<file path="src/rtl/wb_dma_pkg.sv">
// rtl/wb_dma_pkg.sv - shared types and widths for the DMA transfer-size counter
package wb_dma_pkg;

    localparam int DMA_SZW  = 12;
    localparam int DMA_CHKW = 9;

    typedef enum logic [1:0] {
        IDLE     = 2'd0,
        RUN      = 2'd1,
        CHK_WAIT = 2'd2
    } wb_dma_sz_state_t;

endpackage

</file>
<file path="src/rtl/wb_dma_dec_sat.sv">
// rtl/wb_dma_dec_sat.sv - registered down-counter with load, enable and ==1 flag
module wb_dma_dec_sat #(
    parameter int W = 12
) (
    input  logic         clk,
    input  logic         rst_n,
    input  logic         ld,
    input  logic [W-1:0] ld_val,
    input  logic         en,
    output logic [W-1:0] cnt,
    output logic         is_one
);

    localparam logic [W-1:0] ONE = W'(1);

    // Stops at zero so a stray enable can never wrap the count.
    always_ff @(posedge clk or negedge rst_n) begin
        if (!rst_n) begin
            cnt <= '0;
        end else if (ld) begin
            cnt <= ld_val;
        end else if (en && (cnt != '0)) begin
            cnt <= cnt - ONE;
        end
    end

    assign is_one = (cnt == ONE);

endmodule

</file>
<file path="src/rtl/wb_dma_sz_dec.sv">
// rtl/wb_dma_sz_dec.sv - per-channel transfer/chunk size down-counter and FSM
module wb_dma_sz_dec
    import wb_dma_pkg::*;
#(
    parameter int SZW  = DMA_SZW,
    parameter int CHKW = DMA_CHKW
) (
    input  logic            clk,
    input  logic            rst_n,
    input  logic            ld,
    input  logic [SZW-1:0]  tot_sz_in,
    input  logic [CHKW-1:0] chk_sz_in,
    input  logic            dec,
    input  logic            resume,
    input  logic            abort,
    output logic [SZW-1:0]  tot_sz,
    output logic [CHKW-1:0] chk_cnt,
    output logic            busy,
    output logic            chk_wait,
    output logic            chunk_done,
    output logic            xfer_done
);

    wb_dma_sz_state_t state, state_nxt;
    logic [CHKW-1:0]  chk_sz_q;
    logic [CHKW-1:0]  chk_ld_val;
    logic             tot_ld, tot_en, chk_ld, chk_en, store_chk;
    logic             tot_one, chk_one;
    logic             xfer_nxt, chunk_nxt;
    logic             chunked;

    assign chunked  = (chk_sz_q != '0);
    assign busy     = (state != IDLE);
    assign chk_wait = (state == CHK_WAIT);

    always_ff @(posedge clk or negedge rst_n) begin
        if (!rst_n) begin
            state <= IDLE;
        end else begin
            state <= state_nxt;
        end
    end

    always_comb begin
        state_nxt = state;
        if (abort) begin
            state_nxt = IDLE;
        end else if (ld) begin
            state_nxt = (tot_sz_in != '0) ? RUN : IDLE;
        end else begin
            case (state)
                RUN: begin
                    if (dec) begin
                        if (tot_one)                 state_nxt = IDLE;
                        else if (chunked && chk_one) state_nxt = CHK_WAIT;
                    end
                end
                CHK_WAIT: if (resume) state_nxt = RUN;
                IDLE:     state_nxt = IDLE;
                default:  state_nxt = IDLE;
            endcase
        end
    end

    // The last word of the transfer wins over a coincident chunk boundary.
    always_comb begin
        tot_ld     = 1'b0;
        tot_en     = 1'b0;
        chk_ld     = 1'b0;
        chk_en     = 1'b0;
        store_chk  = 1'b0;
        chk_ld_val = chk_sz_q;
        xfer_nxt   = 1'b0;
        chunk_nxt  = 1'b0;
        if (!abort) begin
            if (ld) begin
                tot_ld = 1'b1;
                if (tot_sz_in != '0) begin
                    chk_ld     = 1'b1;
                    store_chk  = 1'b1;
                    chk_ld_val = chk_sz_in;
                end else begin
                    xfer_nxt = 1'b1;
                end
            end else if ((state == RUN) && dec) begin
                tot_en = 1'b1;
                if (tot_one) begin
                    xfer_nxt = 1'b1;
                    chk_en   = chunked;
                end else if (chunked && chk_one) begin
                    chk_ld    = 1'b1;
                    chunk_nxt = 1'b1;
                end else begin
                    chk_en = chunked;
                end
            end
        end
    end

    always_ff @(posedge clk or negedge rst_n) begin
        if (!rst_n) begin
            chk_sz_q   <= '0;
            chunk_done <= 1'b0;
            xfer_done  <= 1'b0;
        end else begin
            if (store_chk) chk_sz_q <= chk_sz_in;
            chunk_done <= chunk_nxt;
            xfer_done  <= xfer_nxt;
        end
    end

    wb_dma_dec_sat #(.W(SZW)) u_tot (
        .clk    (clk),
        .rst_n  (rst_n),
        .ld     (tot_ld),
        .ld_val (tot_sz_in),
        .en     (tot_en),
        .cnt    (tot_sz),
        .is_one (tot_one)
    );

    wb_dma_dec_sat #(.W(CHKW)) u_chk (
        .clk    (clk),
        .rst_n  (rst_n),
        .ld     (chk_ld),
        .ld_val (chk_ld_val),
        .en     (chk_en),
        .cnt    (chk_cnt),
        .is_one (chk_one)
    );

endmodule

</file>
<file path="config.mk">
export PLATFORM = sky130hd
export DESIGN_NAME = wb_dma_sz_dec
export DESIGN_NICKNAME = d
export VERILOG_FILES = /design/src/rtl/wb_dma_pkg.sv /design/src/rtl/wb_dma_dec_sat.sv /design/src/rtl/wb_dma_sz_dec.sv
export SDC_FILE = /design/constraint.sdc
export NUM_CORES = 1
export LEC_CHECK = 0
export CAP_MARGIN = 20
export CORE_ASPECT_RATIO = 1.1
export CORE_MARGIN = 4
export CORE_UTILIZATION = 33
export CTS_BUF_LIST = sky130_fd_sc_hd__clkbuf_2
export DETAILED_ROUTE_END_ITERATION = 8
export GPL_TIMING_DRIVEN = 1
export PLACE_DENSITY_LB_ADDON = 0.2
export SETUP_SLACK_MARGIN = 0.15
export SLEW_MARGIN = 15
export SYNTH_ARGS = -nofsm -noshare
export SYNTH_HDL_FRONTEND = slang
export SYNTH_SLANG_ARGS = --single-unit
</file>
<file path="constraint.sdc">
create_clock -name clk -period 5.5 [get_ports clk]
set_input_delay 0.55 -clock clk [delete_from_list [all_inputs] [get_ports clk]]
set_output_delay 0.55 -clock clk [all_outputs]
set_load 0.01 [all_outputs]
</file>
==> reports/results.txt <==
CTS Buffer Depth: 2
hold buffer count at cts: 0
CP arrival: 3.14 ns
Final Cycle Share: 52.4%
sequential share of the synthesized area: 41.4%
post-cts resize count: 0
Slew @ Worst Pin: 0.686 ns
Synth warnings: 0
Setup Crit Path Kind: reg -> reg
prevailing post-synth register cell: dfrtp_1
I/O Buffers: 51
Final Max Tran Viols: 0
Setup Fix Bufs, Post-CTS: 0
Startpoint Class: flip-flop
outcome: finished clean
Pre-Repair DR Iteration Count: 5
Netlist cell types: 50
PnR Total Power: 635 uW
clock latency on the worst-skew pair: 0.37 ns
PwrDens: 235 nW/um^2
vias in the first global route: 1835
RD Place Congestion: 0.831
vias: 1821
CTS Buf Count: 5
Post-Syn Area: 2060 sq um
final setup fails: 0
Top delay family on crit path: simple AND/OR/NAND/NOR gates
Setup Skew: 0.0163 ns
fin nets: 299
Peak VDD IR: 0.120 mV
antenna fix cells: 0
metal3 WL: 250 microns
count leader, synth: dfrtp_1
Total GRT Usage: 13.9%
largest net degree at the start of global routing: 35
DP HPWL: 3830 microns
Hold Crit Class: reg -> reg
Net Count, Synth: 245
Rel. slew slack: 54.1%
die area: 7560 sq um
DRT iter0 DRCs: 113
CP max stage delay: 0.68 ns
minimum clock period: 2.88 ns
final hold violations: 0
CTS tree: yes
GR Overflow Total: 0
DRC Markers: 0
met1 WL: 2380 microns
# fillers: 581
Critical Path RT: 5.76 ns
Die Wd: 83.3 microns
H-tree level count: 2
first-pass GRT wire length: 8650 microns
crit path cell chain: or4_1 -> nor4b_2 -> a21o_1 -> mux2_2 -> a221o_1
Fmax achieved: 347 MHz
share of the synthesized area in the top cell type: 41.4%
Post-synth EDFFs: 0
CP max-delay cell: or4_1
io pins: 52
Layout area overhead: 31.2%
FP Rows: 29
setup TNS: 0 ns
Via density: 5.36
die span in y: 90.8 microns
metal2 WL: 2420 microns
share of post-route cells with drive strength above 1: 11.0%
Avg Inst Size Synth: 9.88 sq um
Lkg Pwr: 0.00110 uW
final WL: 5140 microns
initial core utilization: 34.8%
RSZ-0062 raised after global routing: no
critical path buffer and inverter count: 0
initial antenna violation count: 0
share of synthesized registers carrying an async set or reset: 100%
dpl ws: 2.35 ns
FF+latch count, synth: 34
Root Buffer Master: clkbuf_2
CP max FO: 12
clock sink count: 34
crit end category: flip-flop
Synth Instances: 208
Worst-path clk slew: 0.18 ns
drt wl/cell: 15.1 microns
remaining antenna violation count: 0
worst setup margin: 2.62 ns
max cap viols: 0
most common library cells after synthesis: dfrtp_1 (34), nand2_1 (15), nor2_1 (13), inv_1 (12)
leading area contributor after synthesis: dfrtp_1
Top Layer Used: met4
Synth area leaders: dfrtp_1 (41%), ha_1 (6.1%), mux2_2 (5.5%)
core area: 5910 sq um
cells in the final DEF (no fill, tap or decap), types with 3 or more instances in the layout:
master | netlist | routed
mux2i_1 | 5 | 5
a31oi_1 | 4 | 3
nor2b_1 | 4 | 4
o311ai_0 | 3 | 3
mux2_2 | 10 | 10
inv_1 | 12 | 12
nor4_1 | 6 | 6
nor2_1 | 13 | 13
nand3_1 | 6 | 6
clkbuf_2 | 0 | 6
dfrtp_1 | 34 | 34
a22o_1 | 3 | 3
o211ai_1 | 5 | 5
nand4_1 | 4 | 4
a21o_1 | 3 | 3
o21ai_0 | 7 | 7
ha_1 | 10 | 10
and3_1 | 3 | 3
clkdlybuf4s50_1 | 0 | 51
a21oi_1 | 6 | 6
or4_1 | 4 | 4
a221o_1 | 6 | 6
nor3_1 | 5 | 5
nand2_1 | 15 | 15
worst reg2reg max path, stage by stage, from the launching register on:
cell and delay (ns):
dfrtp_1 0.44, or4_1 0.68, nor4b_2 0.50, a21o_1 0.48
mux2_2 0.39, a221o_1 0.28
metrics by stage:
step | area [sq um] | hold slack, ns | util, % | instances
floorplan | 2060 | 0.254 | - | 208
global placement | 2650 | 0.509 | 44.8 | 331
detailed placement | 2650 | 0.515 | 44.8 | 331
CTS | 2690 | 0.553 | 45.4 | 339
global route | 2700 | 0.579 | 45.6 | 340
finish | 2700 | 0.550 | 45.6 | 340
layout make-up:
| class | count | area, sq um | share of cell area, % |
|---|---|---|---|
| Inverter | 12 | 45.0 | 1.67 |
| Multi-Input combinational cell | 155 | 1130 | 41.9 |
| Clock buffer | 6 | 30.0 | 1.11 |
| Tap cell | 77 | 96.3 | 3.57 |
| Timing Repair Buffer | 54 | 537 | 19.9 |
| Clock inverter | 2 | 8.76 | 0.325 |
| Sequential cell | 34 | 851 | 31.5 |
flip-flops by register name (all words and copies together) (netlist names):
signal,count
u_tot.cnt,12
u_chk.cnt,9
state,2
chunk_done,1
xfer_done,1
chk_sz_q,9
final timing paths:
kind,startpoint,to,slack (ns),cells past startpoint
setup / recovery,u_tot.cnt[7],u_tot.cnt[4],2.62,5
hold / removal,chk_sz_q[5],chk_sz_q[5],0.55,1
setup reg to reg,u_tot.cnt[7],u_tot.cnt[4],2.62,5
hold reg to reg,chk_sz_q[5],chk_sz_q[5],0.55,1
max in group asynchronous,rst_n,u_tot.cnt[1],4.61,2
min in group asynchronous,rst_n,u_chk.cnt[7],0.56,2
power by group:
group / total, uW / switching, uW / internal, uW
clock network: 115 / 83.4 / 31.3
logic: 197 / 89.5 / 107
registers: 324 / 40.9 / 283
total: 635 / 214 / 421
cell families after synthesis:
kind of cell               count (synthesis)  share of synthesized area (%)
DFF                                       34                           41.4
muxes                                     15                           7.91
buffers and inverters                     19                           3.96
AOI/OAI and AO/OA                         54                           19.5
and+or+nand+nor                           74                           20.3
xor gates and xnor gates                   2                          0.852
adders and majority gates                 10                           6.09
layer usage:
metal | GRT usage (%) | up-vias
met5 | 0 | -
met4 | 5.04 | 0
met3 | 3.65 | 10
met2 | 22.5 | 45
met1 | 17.7 | 858
li1 | - | 908
No activity file was read; power rests on OpenSTA's default activity.
